--- src/rtl/uart_pkg.sv ---
`default_nettype none
// ============================================================================
//  Module      : uart_pkg
//  Description : Shared UART definitions: RX deserializer state encoding,
//                parity-mode constants and a parity helper used by both the
//                RX deserializer and the TX serializer.
//  Revision    : 1.0 - initial release
// ============================================================================
package uart_pkg;

    typedef enum logic [1:0] {
        IDLE   = 2'd0,
        DATA   = 2'd1,
        PARITY = 2'd2,
        DONE   = 2'd3
    } rx_deser_state_t;

    localparam logic PAR_EVEN = 1'b0;
    localparam logic PAR_ODD  = 1'b1;

    // Reduction XOR over a zero-extended vector; callers cast to 16 bits.
    function automatic logic parity_of(input logic [15:0] v);
        return ^v;
    endfunction

endpackage
`default_nettype wire

--- src/rtl/uart_bit_counter.sv ---
`default_nettype none
// ============================================================================
//  Module      : uart_bit_counter
//  Description : Saturating up-counter with synchronous clear and enable.
//                o_terminal flags the enabled cycle on which the count
//                reaches MAX_COUNT, so a caller can change state on that
//                same edge.
//  Ports       : clk        - clock, rising edge
//                rst_n      - asynchronous active-low reset
//                i_clr      - clear count to zero (wins over i_en)
//                i_en       - advance count by one
//                o_terminal - this enable brings the count to MAX_COUNT
//  Revision    : 1.0 - initial release
// ============================================================================
module uart_bit_counter #(
    parameter int MAX_COUNT = 8
) (
    input  logic clk,
    input  logic rst_n,
    input  logic i_clr,
    input  logic i_en,
    output logic o_terminal
);

    localparam int                 c_cnt_w = $clog2(MAX_COUNT + 1);
    localparam logic [c_cnt_w-1:0] c_max   = c_cnt_w'(MAX_COUNT);
    localparam logic [c_cnt_w-1:0] c_last  = c_cnt_w'(MAX_COUNT - 1);
    localparam logic [c_cnt_w-1:0] c_one   = c_cnt_w'(1);

    logic [c_cnt_w-1:0] r_count_q;
    logic [c_cnt_w-1:0] w_count_d;

    always_comb begin
        w_count_d = r_count_q;
        if (i_clr) begin
            w_count_d = '0;
        end else if (i_en && (r_count_q != c_max)) begin
            // Saturate at MAX_COUNT: never wraps back to zero.
            w_count_d = r_count_q + c_one;
        end
    end

    always_ff @(posedge clk or negedge rst_n) begin
        if (!rst_n) begin
            r_count_q <= '0;
        end else begin
            r_count_q <= w_count_d;
        end
    end

    assign o_terminal = i_en && !i_clr && (r_count_q == c_last);

endmodule
`default_nettype wire

--- src/rtl/uart_rx_deser_param.sv ---
`default_nettype none
// ============================================================================
//  Module      : uart_rx_deser_param
//  Description : Parametrised UART RX deserializer. Shifts in DATA_W sampled
//                bits (optionally followed by one parity bit) and presents
//                the aligned word with a one-cycle valid pulse.
//  Ports       : clk         - clock, rising edge
//                rst_n       - asynchronous active-low reset
//                frame_start - arms a new frame (aborts any frame in flight)
//                bit_strobe  - sampled_bit is valid this cycle
//                sampled_bit - serial data bit
//                par_en      - parity bit follows data (latched at frame_start)
//                par_odd     - odd parity when 1 (latched at frame_start)
//                p_data      - assembled word, held until next p_valid
//                p_valid     - one-cycle pulse, p_data/par_err updated
//                par_err     - parity mismatch for word in p_data
//                busy        - frame in progress
//  Revision    : 1.0 - initial release
// ============================================================================
module uart_rx_deser_param
    import uart_pkg::*;
#(
    parameter int DATA_W    = 8,
    parameter bit LSB_FIRST = 1'b1
) (
    input  logic              clk,
    input  logic              rst_n,
    input  logic              frame_start,
    input  logic              bit_strobe,
    input  logic              sampled_bit,
    input  logic              par_en,
    input  logic              par_odd,
    output logic [DATA_W-1:0] p_data,
    output logic              p_valid,
    output logic              par_err,
    output logic              busy
);

    rx_deser_state_t   r_state_q, w_state_d;
    logic [DATA_W-1:0] r_sr_q, w_sr_d;
    logic [DATA_W-1:0] r_data_q, w_data_d;
    logic [DATA_W-1:0] w_sr_shift;
    logic              r_acc_q, w_acc_d;
    logic              r_err_q, w_err_d;
    logic              r_cfg_en_q, w_cfg_en_d;
    logic              r_cfg_odd_q, w_cfg_odd_d;
    logic              r_valid_q, w_valid_d;
    logic              r_perr_q, w_perr_d;

    logic w_strobe;
    logic w_cnt_en;
    logic w_cnt_last;

    // A strobe coinciding with frame_start belongs to no frame and is dropped.
    assign w_strobe = bit_strobe && !frame_start;
    assign w_cnt_en = (r_state_q == DATA) && w_strobe;

    uart_bit_counter #(
        .MAX_COUNT (DATA_W)
    ) u_bit_counter (
        .clk        (clk),
        .rst_n      (rst_n),
        .i_clr      (frame_start),
        .i_en       (w_cnt_en),
        .o_terminal (w_cnt_last)
    );

    generate
        if (LSB_FIRST) begin : g_lsb_first
            assign w_sr_shift = {sampled_bit, r_sr_q[DATA_W-1:1]};
        end else begin : g_msb_first
            assign w_sr_shift = {r_sr_q[DATA_W-2:0], sampled_bit};
        end
    endgenerate

    always_comb begin
        w_state_d   = r_state_q;
        w_sr_d      = r_sr_q;
        w_acc_d     = r_acc_q;
        w_err_d     = r_err_q;
        w_cfg_en_d  = r_cfg_en_q;
        w_cfg_odd_d = r_cfg_odd_q;
        w_data_d    = r_data_q;
        w_perr_d    = r_perr_q;
        w_valid_d   = 1'b0;

        unique case (r_state_q)
            IDLE: begin
            end
            DATA: begin
                if (w_strobe) begin
                    w_sr_d  = w_sr_shift;
                    w_acc_d = r_acc_q ^ sampled_bit;
                    if (w_cnt_last) begin
                        w_state_d = r_cfg_en_q ? PARITY : DONE;
                    end
                end
            end
            PARITY: begin
                if (w_strobe) begin
                    w_err_d   = parity_of(16'({r_acc_q, sampled_bit,
                                               (r_cfg_odd_q == PAR_ODD)}));
                    w_state_d = DONE;
                end
            end
            DONE: begin
                w_valid_d = 1'b1;
                w_data_d  = r_sr_q;
                w_perr_d  = r_err_q;
                w_state_d = IDLE;
            end
            default: begin
                w_state_d = IDLE;
            end
        endcase

        // Arming overrides the frame state only; a completing DONE still
        // publishes its word above.
        if (frame_start) begin
            w_state_d   = DATA;
            w_sr_d      = '0;
            w_acc_d     = 1'b0;
            w_err_d     = 1'b0;
            w_cfg_en_d  = par_en;
            w_cfg_odd_d = par_odd;
        end
    end

    always_ff @(posedge clk or negedge rst_n) begin
        if (!rst_n) begin
            r_state_q   <= IDLE;
            r_sr_q      <= '0;
            r_acc_q     <= 1'b0;
            r_err_q     <= 1'b0;
            r_cfg_en_q  <= 1'b0;
            r_cfg_odd_q <= PAR_EVEN;
            r_data_q    <= '0;
            r_perr_q    <= 1'b0;
            r_valid_q   <= 1'b0;
        end else begin
            r_state_q   <= w_state_d;
            r_sr_q      <= w_sr_d;
            r_acc_q     <= w_acc_d;
            r_err_q     <= w_err_d;
            r_cfg_en_q  <= w_cfg_en_d;
            r_cfg_odd_q <= w_cfg_odd_d;
            r_data_q    <= w_data_d;
            r_perr_q    <= w_perr_d;
            r_valid_q   <= w_valid_d;
        end
    end

    assign p_data  = r_data_q;
    assign p_valid = r_valid_q;
    assign par_err = r_perr_q;
    assign busy    = (r_state_q != IDLE);

endmodule
`default_nettype wire

--- config.mk ---
export PLATFORM = sky130hd
export DESIGN_NAME = uart_rx_deser_param
export DESIGN_NICKNAME = d
export VERILOG_FILES = /design/src/rtl/uart_pkg.sv /design/src/rtl/uart_bit_counter.sv /design/src/rtl/uart_rx_deser_param.sv
export SDC_FILE = /design/constraint.sdc
export NUM_CORES = 1
export LEC_CHECK = 0
export ABC_AREA = 1
export BUFFER_PORTS_ARGS = -buffer_cell sky130_fd_sc_hd__buf_2
export CORE_MARGIN = 4
export CORE_UTILIZATION = 40
export DETAILED_ROUTE_END_ITERATION = 16
export GPL_ROUTABILITY_DRIVEN = 0
export PLACE_DENSITY_LB_ADDON = 0.1
export SYNTH_ARGS = -nofsm -noshare
export SYNTH_HDL_FRONTEND = slang
export SYNTH_SLANG_ARGS = --single-unit
--- constraint.sdc ---
create_clock -name clk -period 1.6 [get_ports clk]
set_clock_uncertainty 0.15 [all_clocks]
set_input_delay 0.16 -clock clk [delete_from_list [all_inputs] [get_ports clk]]
set_output_delay 0.16 -clock clk [all_outputs]
set_load 0.02 [all_outputs]
==> qor.log <==
INFO  worst_setup_path critical_path.startpoint_type=flip-flop
INFO  timing         max_clock_freq=656MHz
INFO  routing        routed-via-count=978
INFO  placement      hpwlAfterDp=1.74mm
INFO  layout         num_antenna_cells=0
INFO  synth          yosysTopAreaCellShare=53.6%
INFO  clocking       htree_num_levels=1
INFO  worst_setup_path critical_path_depth=4
INFO  power_and_ir_drop powerDensity=1070nW/µm²
INFO  min_path       hold_path.class=input port to flip-flop
INFO  worst_setup_path r2r_end=u_bit_counter.r_count_q[0]
INFO  clocking       clock_tree.buffer_depth=2
INFO  synth          synth_top_flop_cell=dfrtp_1
INFO  floorplan      core_area=3080µm²
INFO  global_routing grt_antenna_before_repair=0
INFO  worst_setup_path timing.critical_path.to_type=primary output
INFO  timing         maxSlewViolCount=0
INFO  timing         final_critical_path_share_of_the_clock_period=95.3%
INFO  timing         hold-worst-slack=0.00579ns
INFO  synth          synthesis.area=1310µm²
INFO  global_routing total_routing_usage_gr=13.4%
INFO  synth          synth_largest_area_cell=dfrtp_1
INFO  synth          synthesis.yosys.warnings=0
INFO  job            cap_violations=0
INFO  timing         final_hold_viol_count=0
INFO  floorplan      core.rowCount=20
INFO  routing        postRouteAntennaNets=0
INFO  clocking       post_cts.repair.setup_buffers=0
INFO  worst_setup_path timing.critical_path.arrival=1.21ns
INFO  synth          synth_cell_type_count=23
INFO  clocking       tritoncts.num_buffers=3
INFO  timing         final.min_clock_period=1.52ns
INFO  routing        average_wire_length_per_cell_after_detail_routing=11.7µm
INFO  routing        iteration_0_drc_count_of_the_detailed_router=51
INFO  power_and_ir_drop pnr_total_power=1.64mW
INFO  floorplan      ios=18
INFO  synth          ys_seq_elements=28
INFO  worst_setup_path cp-endpoint=busy
INFO  floorplan      fp.dieArea=4240µm²
INFO  synth          synth-async-reset-ratio=100%
INFO  routing        remaining_drc_errors=0
INFO  synth          mean_area_per_synthesized_cell=9.26µm²
INFO  worst_setup_path timing.critical_path.max_delay_family=flip-flops
INFO  timing         timing_worst_slew_pin_value=0.610ns
INFO  worst_setup_path cp_cell_sequence=buf_4 > inv_1 > nand2_1 > buf_2
INFO  synth          synth-edff-count=0
INFO  floorplan      dieWidth=65.1µm
INFO  worst_setup_path startpoint=r_state_q[1]
INFO  timing         rsz0062_at_grt=no
INFO  synth          synth_sequential_area_ratio=53.6%
INFO  global_routing pin_count_of_the_biggest_net_entering_global_routing=29
INFO  placement      io_buffers=17
INFO  worst_setup_path critPathBufInv=3
INFO  worst_setup_path slowest_stage=dfrtp_1
INFO  worst_setup_path worstRegToRegCells=7
INFO  routing        post_drt_via_cell_ratio=4.68
INFO  worst_setup_path timing_worst_setup_path_type=flip-flop to primary output
INFO  synth          netlist_top_cells_area=dfrtp_1, nand2_1, nand3_1
INFO  clocking       root_buffer=clkbuf_4
INFO  worst_setup_path reg2reg_setup_slack=0.24ns
INFO  timing         timing.setup.tns=0ns
INFO  clocking       tritoncts_clock_tree=built
INFO  global_routing vias_in_the_first_global_route=938
INFO  synth          postSynthNetCount=150
INFO  power_and_ir_drop static-leakage-power=0.758nW
INFO  worst_setup_path cp_data_required_time=1.29ns
INFO  synth          synth_cells=141
INFO  clocking       clkTransAtPathRegs=0.16ns
INFO  floorplan      floorplan.initialDensity=42.4%
INFO  floorplan      die_h=65.1µm
INFO  global_routing grt_first_pass_wirelength=4.45mm
INFO  clocking       clock-sinks=28
INFO  worst_setup_path critical_path.max_stage_delay=0.42ns
INFO  routing        wl=2.44mm
INFO  synth          yosys-top-cells-count=dfrtp_1, nand2_1, inv_1
INFO  clocking       worstSkewPairLatency=0.34ns
INFO  routing        drt-pass1-iter-count=4
INFO  power_and_ir_drop vdd_ir_drop_max=0.000459V
INFO  layout         design.final.nets=175
INFO  layout         area.growth.synth_to_final=16.7%
INFO  timing         setup_viol_count_final=0
INFO  worst_setup_path crit_fanout=7
INFO  worst_setup_path worstReg2RegStart=u_bit_counter.r_count_q[0]
INFO  timing         worst_slew_margin_rel=59.3%
INFO  status         status=finished, final reports clean
INFO  layout         drive_gt1_share=21.8%
INFO  global_routing gr-total-overflow=0
## sequential cells by signal, summed over array words and instances, names as in the netlist
signal	count
p_data	8
p_valid	1
par_err	1
r_acc_q	1
r_cfg_en_q	1
r_cfg_odd_q	1
r_err_q	1
r_sr_q	8
r_state_q	2
u_bit_counter.r_count_q	4
## worst min-delay path by stage
stage / start / endpoint / slack (ns) / depth (start not counted)
floorplan: rst_n / p_data[0] / -0.29 / 0
global placement: rst_n / p_data[1] / 0.06 / 1
detailed placement: rst_n / p_data[2] / 0.06 / 1
CTS: frame_start / r_cfg_odd_q / 0.01 / 3
global route: frame_start / r_cfg_odd_q / 0.007 / 3
finish: frame_start / r_cfg_odd_q / 0.006 / 3
## worst min-delay path, delay by kind of cell
family | cells | cell delay (ns)
buffers and inverters | 1 | 0.18
AND/OR/NAND/NOR | 1 | 0.08
AO/OA/AOI/OAI | 1 | 0.06
## per-layer routing
metal / part of all wire (%) / GRT usage [%]
met5: 0 / 0
met4: 1.3 / 4.66
met3: 3.3 / 2.74
met2: 43 / 20.3
met1: 52 / 19.0
## kinds of logic (layout without fill, tap and decap cells)
kind of cell	count (synthesis)	count (layout)	share of synthesized area [%]
AND/OR/NAND/NOR	55	55	20.8
AO/OA/AOI/OAI	26	26	11.8
XOR/XNOR	2	2	1.34
buffers and inverters	28	52	10.5
adder cells (fa/ha/maj)	2	2	1.92
flip-flops	28	28	53.6
## area by class of cell
class / instances / area (µm²)
Tap cell: 44 / 55.1
Clock buffer: 3 / 22.5
Inverter: 23 / 87.6
Sequential cell: 28 / 701
Clock inverter: 1 / 30.0
Multi-Input combinational cell: 85 / 468
Timing Repair Buffer: 25 / 160
Fill cell: 289 / 1550
## repair_timing
item                                   CTS  global route
endpoints found under the hold margin   34             0
gates resized for setup                  0             0
hold buffers                             6             0
## placed cells by master (no fill, tap or decap), types with 2 or more instances in the layout
master	netlist	final
nand3_1	14	14
buf_4	0	2
nand2_2	3	3
dfrtp_1	28	28
ha_1	2	2
nor2_1	3	3
clkbuf_4	0	3
o22ai_1	8	8
o21ai_0	6	6
inv_2	4	4
nor3_1	2	2
o21ai_1	10	10
nand2_1	28	28
dlygate4sd3_1	0	6
buf_2	1	17
inv_1	18	18
xor2_1	2	2
## per-stage QoR
step / area, µm² / std cells / setup WS, ns / utilization, %
2_1_floorplan: 1310 / 141 / 0.356 / -
3_3_place_gp: 1410 / 199 / 0.268 / 45.9
3_5_place_dp: 1410 / 199 / 0.264 / 45.9
4_1_cts: 1520 / 209 / 0.0652 / 49.5
5_1_grt: 1520 / 209 / 0.00392 / 49.5
6_report: 1520 / 209 / 0.0760 / 49.5
## power by group
group	internal, mW	total (mW)	switching (mW)
sequential	0.767	0.806	0.0393
combinational	0.118	0.354	0.236
clock	0.253	0.477	0.224
No activity file was read; power rests on OpenSTA's default activity.
